File: config.mk
export PLATFORM = sky130hd
export DESIGN_NAME = axi4_burst_arbiter
export DESIGN_NICKNAME = d
export VERILOG_FILES = /design/src/rtl/axi4_master_pkg.sv /design/src/rtl/axi4_burst_arbiter_rr_arbiter.sv /design/src/rtl/axi4_burst_arbiter.sv
export SDC_FILE = /design/constraint.sdc
export NUM_CORES = 1
export LEC_CHECK = 0
export BUFFER_PORTS_ARGS = -buffer_cell sky130_fd_sc_hd__buf_2
export CAP_MARGIN = 20
export CORE_MARGIN = 3
export CORE_UTILIZATION = 35
export DETAILED_ROUTE_END_ITERATION = 8
export GPL_TIMING_DRIVEN = 0
export PLACE_DENSITY = 0.54
export SYNTH_ARGS = -nofsm -noshare
export SYNTH_HDL_FRONTEND = slang
export SYNTH_HIERARCHICAL = 1
export SYNTH_SLANG_ARGS = --single-unit
File: constraint.sdc
create_clock -name M_AXI_ACLK -period 6.15 [get_ports M_AXI_ACLK]
set_input_delay 0 -clock M_AXI_ACLK [delete_from_list [all_inputs] [get_ports M_AXI_ACLK]]
set_output_delay 0 -clock M_AXI_ACLK [all_outputs]
set_load 0.01 [all_outputs]
File: src/rtl/axi4_master_pkg.sv
// Shared types and constants for the AXI4 burst arbiter and its sub-blocks.
//   - arb_state_t    : sequencer state encoding
//   - AXI_4K_SHIFT   : log2 of the AXI page size that a burst must not cross
//   - bytes_per_beat : bytes moved per data beat for a given bus width
//   - RESP_*         : AXI xRESP encodings used by the burst engine
package axi4_master_pkg;

   typedef enum logic [1:0] {
      ST_IDLE     = 2'd0,
      ST_ISSUE    = 2'd1,
      ST_WAIT_CPL = 2'd2,
      ST_RESP     = 2'd3
   } arb_state_t;

   localparam int AXI_4K_SHIFT = 12;

   localparam logic [1:0] RESP_OKAY   = 2'b00;
   localparam logic [1:0] RESP_EXOKAY = 2'b01;
   localparam logic [1:0] RESP_SLVERR = 2'b10;
   localparam logic [1:0] RESP_DECERR = 2'b11;

   function automatic int bytes_per_beat(input int data_width);
      return data_width / 8;
   endfunction

endpackage

File: src/rtl/axi4_burst_arbiter_rr_arbiter.sv
// Combinational round-robin grant selection.
// Ports:
//   req       in  NUM_REQ    request vector
//   rr_ptr    in  IDX_WIDTH  highest-priority requester for this round
//   grant     out NUM_REQ    one-hot grant (zero when no request)
//   grant_idx out IDX_WIDTH  encoded index of the granted requester
//   grant_any out 1          at least one request present
module rr_arbiter #(
   parameter int NUM_REQ   = 2,
   parameter int IDX_WIDTH = $clog2(NUM_REQ)
) (
   input  logic [NUM_REQ-1:0]   req,
   input  logic [IDX_WIDTH-1:0] rr_ptr,
   output logic [NUM_REQ-1:0]   grant,
   output logic [IDX_WIDTH-1:0] grant_idx,
   output logic                 grant_any
);

   logic [IDX_WIDTH-1:0] cand;

   // Walk from rr_ptr upward with wrap; the first set request wins.
   always_comb begin
      grant     = '0;
      grant_idx = '0;
      grant_any = 1'b0;
      cand      = '0;
      for (int i = 0; i < NUM_REQ; i++) begin
         cand = IDX_WIDTH'((int'(rr_ptr) + i) % NUM_REQ);
         if (!grant_any && req[cand]) begin
            grant_any   = 1'b1;
            grant[cand] = 1'b1;
            grant_idx   = cand;
         end
      end
   end

endmodule

File: src/rtl/axi4_burst_arbiter.sv
// Shares one AXI4 burst engine between NUM_REQ requesters. One command is
// accepted per grant (round-robin), bursts crossing a 4 KB page are rejected
// without touching the engine, accepted commands are issued and their
// completion awaited under a watchdog, and the owner gets a done/error pulse.
//
// Ports:
//   M_AXI_ACLK     in  1                   clock
//   M_AXI_ARESETN  in  1                   async active-low reset
//   REQ_VALID      in  NUM_REQ             per-requester command valid
//   REQ_READY      out NUM_REQ             one-hot accept, combinational in IDLE
//   REQ_WRITE      in  NUM_REQ             1=write burst, 0=read burst
//   REQ_ADDR       in  NUM_REQ*ADDR_WIDTH  start address, slice per requester
//   REQ_LEN        in  NUM_REQ*8           AXI LEN, slice per requester
//   REQ_DONE       out NUM_REQ             one-cycle completion pulse to owner
//   REQ_ERROR      out NUM_REQ             valid with REQ_DONE, 1=failed
//   CMD_VALID      out 1                   command to burst engine
//   CMD_READY      in  1                   engine accepts command
//   CMD_WRITE      out 1                   latched direction
//   CMD_ADDR       out ADDR_WIDTH          latched address
//   CMD_LEN        out 8                   latched LEN
//   CMD_ID         out IDX_WIDTH           owner index
//   CPL_VALID      in  1                   engine completion pulse
//   CPL_ERROR      in  1                   engine reported a failure
//   BUSY           out 1                   sequencer not idle
//   TIMEOUT_FLAG   out 1                   sticky watchdog expiry
//
// state       | meaning
// ------------+--------------------------------------------------------
// ST_IDLE     | waiting for a request; grant + 4 KB check combinational
// ST_ISSUE    | CMD_VALID high, fields frozen until CMD_READY
// ST_WAIT_CPL | command with engine; watchdog running
// ST_RESP     | DONE/ERROR pulse to owner, round-robin pointer advances
module axi4_burst_arbiter
   import axi4_master_pkg::*;
#(
   parameter int NUM_REQ        = 2,
   parameter int ADDR_WIDTH     = 32,
   parameter int DATA_WIDTH     = 32,
   parameter int TIMEOUT_CYCLES = 4096,
   parameter int IDX_WIDTH      = $clog2(NUM_REQ)
) (
   input  logic                          M_AXI_ACLK,
   input  logic                          M_AXI_ARESETN,
   input  logic [NUM_REQ-1:0]            REQ_VALID,
   output logic [NUM_REQ-1:0]            REQ_READY,
   input  logic [NUM_REQ-1:0]            REQ_WRITE,
   input  logic [NUM_REQ*ADDR_WIDTH-1:0] REQ_ADDR,
   input  logic [NUM_REQ*8-1:0]          REQ_LEN,
   output logic [NUM_REQ-1:0]            REQ_DONE,
   output logic [NUM_REQ-1:0]            REQ_ERROR,
   output logic                          CMD_VALID,
   input  logic                          CMD_READY,
   output logic                          CMD_WRITE,
   output logic [ADDR_WIDTH-1:0]         CMD_ADDR,
   output logic [7:0]                    CMD_LEN,
   output logic [IDX_WIDTH-1:0]          CMD_ID,
   input  logic                          CPL_VALID,
   input  logic                          CPL_ERROR,
   output logic                          BUSY,
   output logic                          TIMEOUT_FLAG
);

   localparam int BPB   = bytes_per_beat(DATA_WIDTH);
   localparam int AW1   = ADDR_WIDTH + 1;
   localparam int TMR_W = (TIMEOUT_CYCLES > 1) ? $clog2(TIMEOUT_CYCLES) : 1;
   localparam logic [TMR_W-1:0] TMR_LOAD =
      TMR_W'((TIMEOUT_CYCLES > 0) ? TIMEOUT_CYCLES - 1 : 0);
   localparam bit WD_EN = (TIMEOUT_CYCLES > 0);

   arb_state_t           state;
   logic [IDX_WIDTH-1:0] rr_ptr;
   logic [TMR_W-1:0]     tmr;

   logic [NUM_REQ-1:0]   grant;
   logic [IDX_WIDTH-1:0] grant_idx;
   logic                 grant_any;

   logic                  sel_write;
   logic [ADDR_WIDTH-1:0] sel_addr;
   logic [7:0]            sel_len;
   logic [AW1-1:0]        burst_bytes;
   logic [AW1-1:0]        end_addr;
   logic                  cross_4k;
   logic [NUM_REQ-1:0]    owner_onehot;
   logic [IDX_WIDTH-1:0]  next_ptr;

   rr_arbiter #(
      .NUM_REQ   (NUM_REQ),
      .IDX_WIDTH (IDX_WIDTH)
   ) u_rr_arbiter (
      .req       (REQ_VALID),
      .rr_ptr    (rr_ptr),
      .grant     (grant),
      .grant_idx (grant_idx),
      .grant_any (grant_any)
   );

   assign sel_write = REQ_WRITE[grant_idx];
   assign sel_addr  = REQ_ADDR[int'(grant_idx)*ADDR_WIDTH +: ADDR_WIDTH];
   assign sel_len   = REQ_LEN[int'(grant_idx)*8 +: 8];

   // One extra bit so a burst wrapping past the top of the address space
   // shows up as a page change in the shifted compare below.
   assign burst_bytes = (AW1'({1'b0, sel_len}) + AW1'(1)) * AW1'(BPB);
   assign end_addr    = {1'b0, sel_addr} + burst_bytes - AW1'(1);
   assign cross_4k    = (end_addr >> AXI_4K_SHIFT) != ({1'b0, sel_addr} >> AXI_4K_SHIFT);

   // Gated by reset so a requester holding VALID through reset sees no accept.
   assign REQ_READY = (state == ST_IDLE && M_AXI_ARESETN) ? grant : '0;

   assign owner_onehot = NUM_REQ'(1) << CMD_ID;
   assign next_ptr     = (CMD_ID == IDX_WIDTH'(NUM_REQ - 1)) ? '0 : CMD_ID + IDX_WIDTH'(1);

   always_ff @(posedge M_AXI_ACLK or negedge M_AXI_ARESETN) begin
      if (!M_AXI_ARESETN) begin
         state        <= ST_IDLE;
         rr_ptr       <= '0;
         tmr          <= '0;
         REQ_DONE     <= '0;
         REQ_ERROR    <= '0;
         CMD_VALID    <= 1'b0;
         CMD_WRITE    <= 1'b0;
         CMD_ADDR     <= '0;
         CMD_LEN      <= '0;
         CMD_ID       <= '0;
         BUSY         <= 1'b0;
         TIMEOUT_FLAG <= 1'b0;
      end else begin
         REQ_DONE  <= '0;
         REQ_ERROR <= '0;
         case (state)
            ST_IDLE: begin
               if (grant_any) begin
                  CMD_WRITE <= sel_write;
                  CMD_ADDR  <= sel_addr;
                  CMD_LEN   <= sel_len;
                  CMD_ID    <= grant_idx;
                  BUSY      <= 1'b1;
                  if (cross_4k) begin
                     // Rejected: the pulse is loaded now so it is visible in RESP.
                     state     <= ST_RESP;
                     REQ_DONE  <= grant;
                     REQ_ERROR <= grant;
                  end else begin
                     state     <= ST_ISSUE;
                     CMD_VALID <= 1'b1;
                  end
               end
            end
            ST_ISSUE: begin
               if (CMD_READY) begin
                  CMD_VALID <= 1'b0;
                  tmr       <= TMR_LOAD;
                  state     <= ST_WAIT_CPL;
               end
            end
            ST_WAIT_CPL: begin
               // Completion is tested first so it wins over a coincident expiry.
               if (CPL_VALID) begin
                  state     <= ST_RESP;
                  REQ_DONE  <= owner_onehot;
                  REQ_ERROR <= CPL_ERROR ? owner_onehot : '0;
               end else if (WD_EN && tmr == '0) begin
                  state        <= ST_RESP;
                  REQ_DONE     <= owner_onehot;
                  REQ_ERROR    <= owner_onehot;
                  TIMEOUT_FLAG <= 1'b1;
               end else begin
                  tmr <= tmr - TMR_W'(1);
               end
            end
            ST_RESP: begin
               rr_ptr <= next_ptr;
               BUSY   <= 1'b0;
               state  <= ST_IDLE;
            end
            default: state <= ST_IDLE;
         endcase
      end
   end

endmodule

### Word-level counts from Yosys, hierarchy flattened

Cells that the tools add are included.

* reductions and logical operators: 16
* bitwise operators: 2
* order comparisons: 5
* $add $sub $neg: 6
* mux-type cells: 42
* eq/ne operators: 10
* shift operators: 3

Operator list (count)
* variable part select 64 x 7 -> 32 bit: 1
* two-way mux 12 bit: 3
* adder 32 x 11 -> 33 bit: 1
* subtractor 33 x 1 -> 33 bit, second input constant: 1
* two-way mux 2 bit: 14
* one-hot mux 12 bit (2 select lines): 1
* inequality test 21 x 20 -> 1 bit: 1
* two-way mux 1 bit: 17
* variable part select 16 x 5 -> 8 bit: 1
* logical NOT 12 bit: 1
* subtractor 12 x 1 -> 12 bit, second input constant: 1
* inequality test 2 bit, second input constant: 5
* adder 8 x 1 -> 9 bit, second input constant: 1
* one-hot mux 2 bit (2 select lines): 2
* one-hot mux 2 bit (4 select lines): 1
* AND reduction 4 bit: 2
* less-than comparator 1 x 2 -> 1 bit, second input constant: 3
* AND reduction 3 bit: 2
* nonzero test 2 bit: 3
* == test 2 bit, second input constant: 2
* logical AND 1 bit: 4
* one-hot mux 1 bit (2 select lines): 2
* AND reduction 2 bit: 2
* inequality test 3 bit, second input constant: 1
* 9 further kinds: 12

* bits in registers: 64
* bits of input ports: 89

### Logic depth before layout (Yosys ltp)

Gate-level depths: netlist of the first run.

* depth after elaboration: 14
* depth in mapped cells: 25
* depth with buffers taken out: 21

### Cells and area by module

Netlist of the first run, hierarchy kept.

Modules (own cells, without submodules)
* axi4_burst_arbiter: sequential area each 1601.5 µm², area an instance 5738.0 µm², cells each 699, times used 1
* rr_arbiter: sequential area each 0.0 µm², area an instance 32.5 µm², cells each 5, times used 1

### Least setup slack after synthesis of the first run

Ideal clock, no wire load.

* path kind: flip-flop to flip-flop
* start point: register rr_ptr
* end point: register REQ_DONE[1]
* setup time: 131 ps
* path buffers: 6
* slack: 533 ps
* stages on the path, launching flop included: 24
* period minus slack after synthesis: 5617 ps
* required time: 6019 ps
* data arrival time: 5487 ps
* cell sequence: dfrtp_1 -> inv_1 -> a21boi_0 -> buf_4 -> buf_4 -> buf_4 -> buf_1 -> clkbuf_1 -> buf_1 -> a21oi_1 -> xnor2_1 -> ha_1 -> inv_1 -> ha_1 -> nand4_2 -> or3_1 -> o21a_1 -> a221o_1 -> a22o_1 -> or4_1 -> nor4_2 -> nand4_1 -> nand3_1 -> o21ai_0

* word-level cells in the longest chain between the ends: 14
* elaborated cells between the ends (all ways): 33
* those cells by class: add/sub: 4; order compare: 4; eq/ne: 1; shift: 2; mux: 17; bitwise: 1; reduce/logical: 4

RTL lines
* start: declaration: RTL line axi4_burst_arbiter.sv:71 `logic [IDX_WIDTH-1:0] rr_ptr;`
* start signal: assignment: RTL line axi4_burst_arbiter.sv:173 `rr_ptr <= next_ptr;`
* two-way mux 1 bit (not written as such) (2 in a row): RTL line axi4_burst_arbiter_rr_arbiter.sv:29 `if (!grant_any && req[cand]) begin`
* two-way mux 1 bit: RTL line axi4_burst_arbiter_rr_arbiter.sv:29
* logical NOT 1 bit: RTL line axi4_burst_arbiter_rr_arbiter.sv:29
* logical AND 1 bit: RTL line axi4_burst_arbiter_rr_arbiter.sv:29
* two-way mux 1 bit (*): RTL line axi4_burst_arbiter_rr_arbiter.sv:29
* named net grant_idx: RTL line axi4_burst_arbiter.sv:75 `logic [IDX_WIDTH-1:0] grant_idx;`
* variable part select 16 x 5 -> 8 bit: RTL line axi4_burst_arbiter.sv:100 `assign sel_len = REQ_LEN[int'(grant_idx)*8 +: 8];`
* adder 8 x 1 -> 9 bit: RTL line axi4_burst_arbiter.sv:104 `assign burst_bytes = (AW1'({1'b0, sel_len}) + AW1'(1)) * AW1'(BPB);`
* adder 32 x 11 -> 33 bit: RTL line axi4_burst_arbiter.sv:105 `assign end_addr = {1'b0, sel_addr} + burst_bytes - AW1'(1);`
* subtractor 33 x 1 -> 33 bit: RTL line axi4_burst_arbiter.sv:105
* inequality test 21 x 20 -> 1 bit (*): RTL line axi4_burst_arbiter.sv:106 `assign cross_4k = (end_addr >> AXI_4K_SHIFT) != ({1'b0, sel_addr} >> AXI_4K_SHIFT);`
* two-way mux 2 bit (*): RTL line axi4_burst_arbiter.sv:139 `if (cross_4k) begin`
* two-way mux 2 bit (*): RTL line axi4_burst_arbiter.sv:133 `if (grant_any) begin`
* one-hot mux 2 bit (2 select lines) (*): RTL line axi4_burst_arbiter.sv:131 `case (state)`
* end signal: assignment: RTL line axi4_burst_arbiter.sv:142 `REQ_DONE <= grant;`
* end signal: assignment: RTL line axi4_burst_arbiter.sv:161 `REQ_DONE <= owner_onehot;`
* end signal: assignment: RTL line axi4_burst_arbiter.sv:165 `REQ_DONE <= owner_onehot;`
* end: declaration: RTL line axi4_burst_arbiter.sv:49 `output logic [NUM_REQ-1:0] REQ_DONE,`

Mark *: on every way through the listed nets, which the timed path passes. The rest lies on a longest branch. The select of a mux whose other input is x is not followed.
A chain may end at the register's enable or synchronous reset.

### Worst setup path after layout of the first run

* start point: register rr_ptr
* end point: register state[1]

* word-level cells in the longest chain between the ends: 14
* elaborated cells between the ends (all ways): 22
* those cells by class: add/sub: 4; eq/ne: 2; shift: 2; mux: 11; reduce/logical: 3

RTL lines
* two-way mux 1 bit (not written as such) (2 in a row): RTL line axi4_burst_arbiter_rr_arbiter.sv:29
* two-way mux 1 bit: RTL line axi4_burst_arbiter_rr_arbiter.sv:29
* logical NOT 1 bit: RTL line axi4_burst_arbiter_rr_arbiter.sv:29
* logical AND 1 bit: RTL line axi4_burst_arbiter_rr_arbiter.sv:29
* two-way mux 1 bit (*): RTL line axi4_burst_arbiter_rr_arbiter.sv:29
* named net grant_idx: RTL line axi4_burst_arbiter.sv:75
* variable part select 16 x 5 -> 8 bit (*): RTL line axi4_burst_arbiter.sv:100
* named net sel_len[0]: RTL line axi4_burst_arbiter.sv:80 `logic [7:0] sel_len;`
* adder 8 x 1 -> 9 bit (*): RTL line axi4_burst_arbiter.sv:104
* adder 32 x 11 -> 33 bit (*): RTL line axi4_burst_arbiter.sv:105
* subtractor 33 x 1 -> 33 bit (*): RTL line axi4_burst_arbiter.sv:105
* inequality test 21 x 20 -> 1 bit (*): RTL line axi4_burst_arbiter.sv:106
* two-way mux 2 bit (*): RTL line axi4_burst_arbiter.sv:139
* two-way mux 2 bit (*): RTL line axi4_burst_arbiter.sv:133
* one-hot mux 2 bit (4 select lines) (*): RTL line axi4_burst_arbiter.sv:131
* end signal: assignment: RTL line axi4_burst_arbiter.sv:116 `state <= ST_IDLE;`
* end signal: assignment: RTL line axi4_burst_arbiter.sv:141 `state <= ST_RESP;`
* end signal: assignment: RTL line axi4_burst_arbiter.sv:145 `state <= ST_ISSUE;`
* end: declaration: RTL line axi4_burst_arbiter.sv:70 `arb_state_t state;`

Marked as above.

==> impl_metrics.toml, run 1 <==
[finish]
post-route-util = 0.456
final_cell_area_um2 = 7300
layout_common_cells = "buf_2, a21oi_1, nor2_1, dfrtp_1, inv_1"
finalNetCount = 1004
final_common_cell = "buf_2"
drive_above_1_share = 0.227
ff_latch_area_um2 = 1600
n_antenna_cell = 0
multi_input_area_um2 = 3890
final_cells = 1091
fillers = 1674
syn_to_final_growth_pct = 26.4

[worst_hold_path]
min_path_cells = 3
hold_class = "in -> reg"

[drt]
post_drt_wl_per_cell_um = 15.7
wirelength_um = 17200
firstDrtPassIters = 5
via_per_inst = 5.18
via_count = 5652
drt_iter0_drc = 293
drc = 0
ant_nets = 0

[clock_network]
root_buffer = "clkbuf_16"
cts_tree = "built"
htreeDepth = 3
cts.sinks = 64
clk_pin_slew_ns = 0.06
cts_made_buffers = 9
clk_latency_ns = 0.34
cts_buffer_depth = 2

[synth]
synth_warnings = 6
seq_area_frac_synth = 0.278
synthDistinctLibCells = 71
synth_fp_nets = 838
synthCells = 704
async_flop_share = 1.00
synth_area_um2 = 5770
ys_ff_latch = 64
synth_edf_count = 0
avgSynthCellArea_um2 = 8.20
synth_flop_cell = "dfrtp_1"

[setup_path]
critPathRequiredTime_ns = 6.36
cp.depth = 25
critPathMaxFanout = 10
path_buf_inv = 7
crit_type = "reg -> reg"
path_delay_family = "compound AO/OA/AOI/OAI gates"
r2r_cells = 25
crit_path_start_kind = "flip-flop"
slowest_stage = "or3_1"
cpMostUsedCell = "inv_1"
cpPeakStageDelay_ns = 0.42
crit_arrival_ns = 6.04
endpoint_kind = "flip-flop"

[floorplanning]
fp.dieH_um = 134
initial_core_util = 0.361
core_area_um2 = 16000
row_count = 46
pin_count = 140
die-area_um2 = 18100
die_w_um = 134

[placement]
dp.cells = 1059
numPortBuffers = 139
dp_hpwl_um = 13500
place_area_um2 = 6740
dp_slack_ns = -1.11
gp_congestion = 0.863

[timing]
tightest_slew_ns = 0.997
slew-limit-headroom = 0.329
fin_crit_ns = 5.83
worst_slack_ns = 0.321
hold_violations = 1
setup_tns_ns = 0
rsz0062_at_grt = "yes"
maxSlewViolCount = 0
whs_ns = -0.000502
min_period_over_period = 0.948
max_freq_ghz = 0.172
finalSetupViolations = 0
finClkSkew_ns = 0.00873

[grt]
grt_max_degree = 67
grt_pass1_vias = 5362
overflow = 0
grt_use_total = 0.189
grt_pass1_wl_um = 27300
antenna_found_initial = 1

[status]
violations = "negative hold slack"
outcome = "finished with violations"

[power_and_ir_drop]
vdd_drop_max_mv = 0.150
p_per_area_nw_per_um2 = 411
power.leakage_nw = 3.26

[run]
max_cap_viol_count = 0
==> area by class of cell <==
type | count | area share
Multi-Input combinational cell | 554 | 0.533
Sequential cell | 64 | 0.220
Tap cell | 216 | 0.0370
Buffer | 26 | 0.0182
Inverter | 60 | 0.0309
Clock inverter | 5 | 0.0110
Clock buffer | 11 | 0.0333
Timing Repair Buffer | 155 | 0.117
==> worst paths after layout <==
kind | from | endpoint | slack [ns]
max in group asynchronous | M_AXI_ARESETN | CMD_ADDR[30] | 5.27
worst min register to register | TIMEOUT_FLAG | TIMEOUT_FLAG | 0.47
min in group asynchronous | M_AXI_ARESETN | rr_ptr | 0.31
worst max register to register | rr_ptr | state[1] | 0.32
worst min-delay path | REQ_ADDR[0] | CMD_ADDR[0] | -0.0005
worst max-delay path | rr_ptr | state[1] | 0.32
==> kinds of logic after synthesis <==
logic type,synth area share
simple gates,0.185
fa+ha+maj,0.0976
flops,0.278
xor+xnor,0.0637
compound gates,0.227
mux,0.0908
buf+inv,0.0585
==> Yosys cell counts, drive strengths merged, types with 10 or more instances <==
master / instances / area share
a21o: 11 / 0.014
a21oi: 83 / 0.072
buf: 14 / 0.012
clkbuf: 12 / 0.0078
dfrtp: 64 / 0.28
ha: 45 / 0.098
inv: 60 / 0.039
mux2i: 42 / 0.079
nand2: 50 / 0.033
nand3: 16 / 0.014
nand4: 11 / 0.013
nor2: 73 / 0.047
nor3: 10 / 0.0087
o21ai: 29 / 0.025
or3: 10 / 0.011
xnor2: 24 / 0.036
xor2: 18 / 0.027
==> worst register-to-register path, cell delays in order, from the launching register on <==
cell and delay, ns:
dfrtp_1 0.37, inv_1 0.06, a21boi_0 0.15, buf_4 0.15
buf_6 0.21, buf_8 0.23, buf_4 0.24, mux2i_2 0.32
inv_1 0.11, ha_1 0.23, nand2_1 0.13, or2_2 0.14
xnor2_1 0.07, ha_1 0.27, inv_1 0.04, ha_2 0.38
nand4_4 0.14, or3_1 0.42, o21a_1 0.25, a2111oi_2 0.39
o21ai_1 0.18, a2111oi_2 0.35, nand3_1 0.18, nor4_4 0.40
a21oi_1 0.12, o21bai_1 0.16
==> sequential cells by signal, indices dropped and copies added, names as in the netlist <==
signal / flops
CMD_WRITE: 1
tmr: 12
CMD_ADDR: 32
REQ_ERROR: 2
CMD_LEN: 8
rr_ptr: 1
BUSY: 1
state: 2
REQ_DONE: 2
TIMEOUT_FLAG: 1
CMD_VALID: 1
CMD_ID: 1
==> per-stage QoR <==
stage	total power, mW	hold WS, ns
after floorplan	1.89	-0.296
after global placement	2.40	0.305
after detailed placement	2.40	0.161
after CTS	3.00	0.000941
after global routing	3.27	0.0142
final	3.00	-0.000502
==> power by group <==
group | leakage, nW | switching (mW) | internal [mW]
clock | 0.152 | 0.194 | 0.365
combinational | 2.41 | 1.03 | 0.693
sequential | 0.698 | 0.105 | 0.610
total | 3.26 | 1.33 | 1.67
==> routing by layer <==
metal	vias up	track usage	routed length, um
met4	0	0.0656	365
met3	20	0.0300	831
met2	146	0.304	7870
met1	2616	0.259	8110
met5	-	0	0
li1	2870	-	-
==> repair_timing <==
action	in CTS	in global routing
endpoints found under the hold margin	75	0
setup buffers	0	2
resized for setup	10	11
setup endpoints to repair	6	6
pin swaps	0	1
hold buffers	14	0
(Power assumes the default switching activity.)
==> run 2: changes to the inputs <==
PLACE_DENSITY = 0.55   (was 0.54)
SYNTH_HIERARCHICAL = default   (was 1)
clock period = 7.4 ns   (was 6.15 ns; I/O delays follow)
==> impl_metrics.toml, run 2 <==
[grt]
grt_use_total = 0.190
overflow = 0
grt_pass1_wl_um = 24700
grt_max_degree = 66
antenna_found_initial = 0
grt_pass1_vias = 5019

[floorplanning]
row_count = 44
pin_count = 140
core_area_um2 = 14600
die_w_um = 128
initial_core_util = 0.359
fp.dieH_um = 128
die-area_um2 = 16500

[worst_hold_path]
hold_class = "in -> reg"

[synth]
synthDistinctLibCells = 55
synth_area_leaders = "dfrtp_1, ha_1, mux2i_1"
synth_area_um2 = 5240
async_flop_share = 1.00
synth_area_leader_cell = "dfrtp_1"
synth_edf_count = 0
synth_fp_nets = 772
synth_commonest_cells = "nand2_1, o21ai_0, dfrtp_1"
synth_top_area_share = 0.306
synth_warnings = 0
yosysMostFrequentCell = "nand2_1"
synthCells = 638
avgSynthCellArea_um2 = 8.21
synth_flop_cell = "dfrtp_1"
seq_area_frac_synth = 0.306
ys_ff_latch = 64

[timing]
whs_ns = 0.00303
rsz0062_at_grt = "no"
maxSlewViolCount = 0
max_freq_ghz = 0.150
setup_tns_ns = 0
slew-limit-headroom = 0.330
tightest_slew_ns = 1.00
finalSetupViolations = 0
fin_crit_ns = 6.66
hold_violations = 0
min_period_over_period = 0.900
finClkSkew_ns = 0.0114

[finish]
largestRegisters = "CMD_ADDR x32, tmr x12, CMD_LEN x8"
n_antenna_cell = 0
drive_above_1_share = 0.208
layout_common_cells = "buf_2, nand2_1, o21ai_0, dfrtp_1, inv_1"
largest_register = "CMD_ADDR"
final_cell_area_um2 = 6530
final_common_cell = "buf_2"
syn_to_final_growth_pct = 24.7
largest_reg_flops = 32
finalNetCount = 927

[setup_path]
r2r_cells = 21
crit_path_start = "rr_ptr"
crit_path_end = "state[1]"
crit_arrival_ns = 6.90
rrSetupSlack_ns = 0.74
worstReg2RegEnd = "state[1]"
crit_path_start_kind = "flip-flop"
endpoint_kind = "flip-flop"
critPathRequiredTime_ns = 7.64
critPathMaxFanout = 19
crit_type = "reg -> reg"
rr_startpoint = "rr_ptr"

[clock_network]
clk_latency_ns = 0.34
cts.sinks = 64
root_buffer = "clkbuf_16"
cts_made_buffers = 9
post-cts-setup-buffer-count = 0
clk_pin_slew_ns = 0.06
cts_tree = "built"
cts_buffer_depth = 2
htreeDepth = 3

[drt]
ant_nets = 0
post_drt_wl_per_cell_um = 15.8
wirelength_um = 15500
via_per_inst = 5.15
drt_iter0_drc = 344
via_count = 5054
firstDrtPassIters = 4
drc = 0

[placement]
numPortBuffers = 138
gp_congestion = 0.910
place_area_um2 = 6160
dp_hpwl_um = 12400

[power_and_ir_drop]
power.leakage_nw = 3.26
vdd_drop_max_mv = 0.127
p_per_area_nw_per_um2 = 344

[status]
outcome = "completed"

[run]
max_cap_viol_count = 0
==> run 2: changes by cell type in the layout (fill, tap and decap cells not counted), sizes merged, moves of 7 or more <==
cell         before  now
nand2            50   88
or3              10    2
nor2             73   28
o21ai            29   68
xnor2            24   32
dlygate4sd3      14    7
buf             155  141
a21oi            83   41
==> run 2: layout make-up <==
| type | instances | area (um^2) |
|---|---|---|
| fill | 1476 | 8060 |
| inverter | 54 | 203 |
| buffer | 21 | 91.3 |
| tap | 184 | 230 |
| multi-input combinational | 498 | 3350 |
| sequential | 64 | 1600 |
| clock buffer | 11 | 243 |
| clock inverter | 5 | 56.3 |
| timing repair buffer | 145 | 763 |
==> run 2: repair_timing <==
item,in CTS,in global routing
hold endpoints to repair,71,0
setup endpoints to repair,0,6
hold buffers,7,0
resized for setup,0,1
==> run 2: worst min-delay path by stage <==
stage,startpoint,to,slack [ns],cells past startpoint
4_1_cts,REQ_ADDR[0],CMD_ADDR[0],0.001,3
5_1_grt,REQ_ADDR[42],CMD_ADDR[10],0.03,3
6_report,REQ_ADDR[0],CMD_ADDR[0],0.003,3
3_3_place_gp,REQ_WRITE[1],CMD_WRITE,0.29,3
3_5_place_dp,M_AXI_ARESETN,CMD_ADDR[5],0.18,1
2_1_floorplan,M_AXI_ARESETN,BUSY,-0.30,0
==> run 2: critical path, cell delays in order, from the launching register on <==
cell	delay [ns]
dfrtp_1	0.39
nand2b_1	0.21
nand2_1	0.26
buf_2	0.60
clkdlybuf4s15_1	0.71
nand3_1	0.16
a21o_1	0.24
a21o_1	0.18
ha_1	0.28
inv_1	0.04
ha_1	0.34
nand4_1	0.17
nor3_1	0.34
o311ai_1	0.18
and3_4	0.24
or4_4	0.54
a22o_1	0.26
a2111oi_2	0.36
nand4_1	0.27
nor4_4	0.47
a211oi_1	0.14
a21o_1	0.17
==> run 2: per-layer routing <==
layer	global-route usage	up-vias	part of all wire
met5	0	-	0
met4	0.0574	0	0.014
met3	0.0286	14	0.043
met2	0.312	114	0.46
met1	0.260	2351	0.48
li1	-	2575	-
==> run 2: kinds of logic (layout without fill, tap and decap cells) <==
| group | Yosys count | count (layout) | synth area share |
|---|---|---|---|
| buffers and inverters | 76 | 236 | 0.0556 |
| xor gates and xnor gates | 44 | 44 | 0.0736 |
| muxes | 41 | 41 | 0.0786 |
| AOI/OAI and AO/OA | 167 | 167 | 0.191 |
| and+or+nand+nor | 201 | 201 | 0.188 |
| adders and majority gates | 45 | 45 | 0.107 |
| DFF | 64 | 64 | 0.306 |
==> run 2: where the power goes <==
group / internal, mW / switching (mW)
combinational: 0.484 / 0.719
clock: 0.270 / 0.169
sequential: 0.510 / 0.0961
total: 1.26 / 0.985
==> run 2: stage by stage <==
stage / total power, mW / setup slack, ns / util / instances
after CTS: 2.27 / 0.213 / 0.448 / 983
after floorplan: 1.43 / 1.75 / - / 638
final: 2.25 / 0.737 / 0.448 / 982
after global routing: 2.46 / 0.233 / 0.448 / 982
after detailed placement: 1.82 / 0.247 / 0.422 / 960
after global placement: 1.79 / 0.327 / 0.422 / 960
==> run 3: changes to the inputs <==
BUFFER_PORTS_ARGS = default   (was -buffer_cell sky130_fd_sc_hd__buf_2)
DONT_BUFFER_PORTS = 1   (was default)
PLACE_DENSITY = 0.47   (was 0.55)
==> impl_metrics.toml, run 3 (synthesis gave the netlist of run 2 again) <==
[finish]
final_cells = 896
n_antenna_cell = 0
largest_reg_flops = 32
fillers = 1471
syn_to_final_growth_pct = 22.4
drive_above_1_share = 0.0421
layout_common_cells = "nand2_1, o21ai_0, dfrtp_1, dlygate4sd3_1, inv_1"
finalNetCount = 841
largestRegisters = "CMD_ADDR x32, tmr x12, CMD_LEN x8"
final_common_cell = "nand2_1"
post-route-util = 0.439
largest_register = "CMD_ADDR"
final_cell_area_um2 = 6410

[run]
max_cap_viol_count = 0

[grt]
grt_max_degree = 65
overflow = 0
antenna_found_initial = 0
grt_pass1_vias = 4956
grt_use_total = 0.197
grt_pass1_wl_um = 25500

[timing]
setup_tns_ns = 0
rsz0062_at_grt = "no"
slew-limit-headroom = 0.262
max_freq_ghz = 0.149
maxSlewViolCount = 0
finalSetupViolations = 0
fin_crit_ns = 6.73
finClkSkew_ns = 0.00383
hold_violations = 0
min_period_over_period = 0.909
worst_slack_ns = 0.671
tightest_slew_ns = 1.09

[clock_network]
cts_resized = 0
clk_latency_ns = 0.34
clk_pin_slew_ns = 0.06
cts_made_buffers = 9
root_buffer = "clkbuf_16"
cts_tree = "built"
htreeDepth = 3
cts_buffer_depth = 2
cts.sinks = 64

[drt]
drt-met1-wl_um = 7310
firstDrtPassIters = 5
ant_nets = 0
drc = 0
dr_wl_met2_um = 7430
post_drt_wl_per_cell_um = 17.8
via_count = 4834
highest_layer = "met4"
wirelength_um = 15900
wl_met3_um = 955
via_per_inst = 5.40
drt_iter0_drc = 205

[status]
outcome = "completed"

[floorplanning]
die-area_um2 = 16500
die_w_um = 128
row_count = 44
core_area_um2 = 14600
pin_count = 140
fp.dieH_um = 128
initial_core_util = 0.359

[power_and_ir_drop]
pwr-share-clk = 0.218
netSwitchingFraction = 0.438
p_int_mw = 1.24
power.leakage_nw = 2.93
vdd_drop_max_mv = 0.132
p_sw_uw = 968
seqPwrFrac = 0.312
p_per_area_nw_per_um2 = 345
p_comb_frac = 0.470

[placement]
dp.cells = 822
dp_hpwl_um = 11700
dp_slack_ns = 0.281
numPortBuffers = 0
gp_congestion = 0.874
place_area_um2 = 5470

[setup_path]
critPathRequiredTime_ns = 7.63
crit_type = "reg -> reg"
endpoint_kind = "flip-flop"
critPathMaxFanout = 15
crit_path_start_kind = "flip-flop"
crit_arrival_ns = 6.96

[worst_hold_path]
hold_class = "in -> reg"
## run 3: power groups by stage
stage / Sequential [mW] / Combinational (mW) / Clock (mW)
2_1_floorplan: 0.658 / 0.768 / 0
6_report: 0.691 / 1.04 / 0.482
4_1_cts: 0.696 / 1.04 / 0.494
3_5_place_dp: 0.700 / 0.983 / 0
3_3_place_gp: 0.695 / 0.966 / 0
5_1_grt: 0.715 / 1.18 / 0.506
## run 3: area by class of cell
class	instances	area [um^2]	share of cell area
multi-input combinational	498	3350	0.522
sequential	64	1600	0.250
timing repair buffer	59	613	0.0956
clock buffer	12	256	0.0400
tap	184	230	0.0359
inverter	54	203	0.0316
buffer	21	85.1	0.0133
clock inverter	4	76.3	0.0119
## run 3: stage by stage
stage | power (mW) | hold WS [ns]
final | 2.21 | 0.00303
after global routing | 2.40 | 0.0252
after CTS | 2.23 | 0.000533
after detailed placement | 1.68 | -0.294
after global placement | 1.66 | -0.293
after floorplan | 1.43 | -0.296
## run 3: final timing paths
path,from,endpoint,slack [ns],cells after the start
worst min-delay path,REQ_ADDR[49],CMD_ADDR[17],0.003,2
worst min register to register,tmr[0],tmr[0],0.49,1
max in group asynchronous,M_AXI_ARESETN,CMD_ADDR[29],6.85,2
worst max register to register,rr_ptr,state[1],0.67,24
min in group asynchronous,M_AXI_ARESETN,CMD_ADDR[1],0.29,2
worst max-delay path,rr_ptr,state[1],0.67,24
## run 3: critical path, cell delays in order, from the launching register on
cell and delay [ns]:
dfrtp_1 0.38, nand2b_1 0.26, nand2_1 0.23, buf_2 0.35
buf_1 0.46, buf_8 0.27, mux2i_1 0.16, nor3_1 0.33
nand2_1 0.16, a21oi_1 0.17, xor2_1 0.20, ha_1 0.18
inv_1 0.04, ha_1 0.34, nand4_1 0.17, nor3_1 0.32
o311ai_1 0.17, and3_4 0.23, or4_4 0.54, a22o_1 0.25
a2111oi_2 0.38, nand4_1 0.26, nor4_4 0.44, a211oi_1 0.13
a21o_1 0.18
## run 3: per-layer routing
layer / vias to the layer above / GRT usage
met1: 2286 / 0.260
li1: 2393 / -
met3: 15 / 0.0332
met5: - / 0
met4: 0 / 0.0643
met2: 140 / 0.328
## run 3: timing repair
action                     4_1_cts  5_1_grt
buffers inserted                 0        0
hold buffers                    58        0
setup endpoints to repair        0        1
hold endpoints to repair        98        0
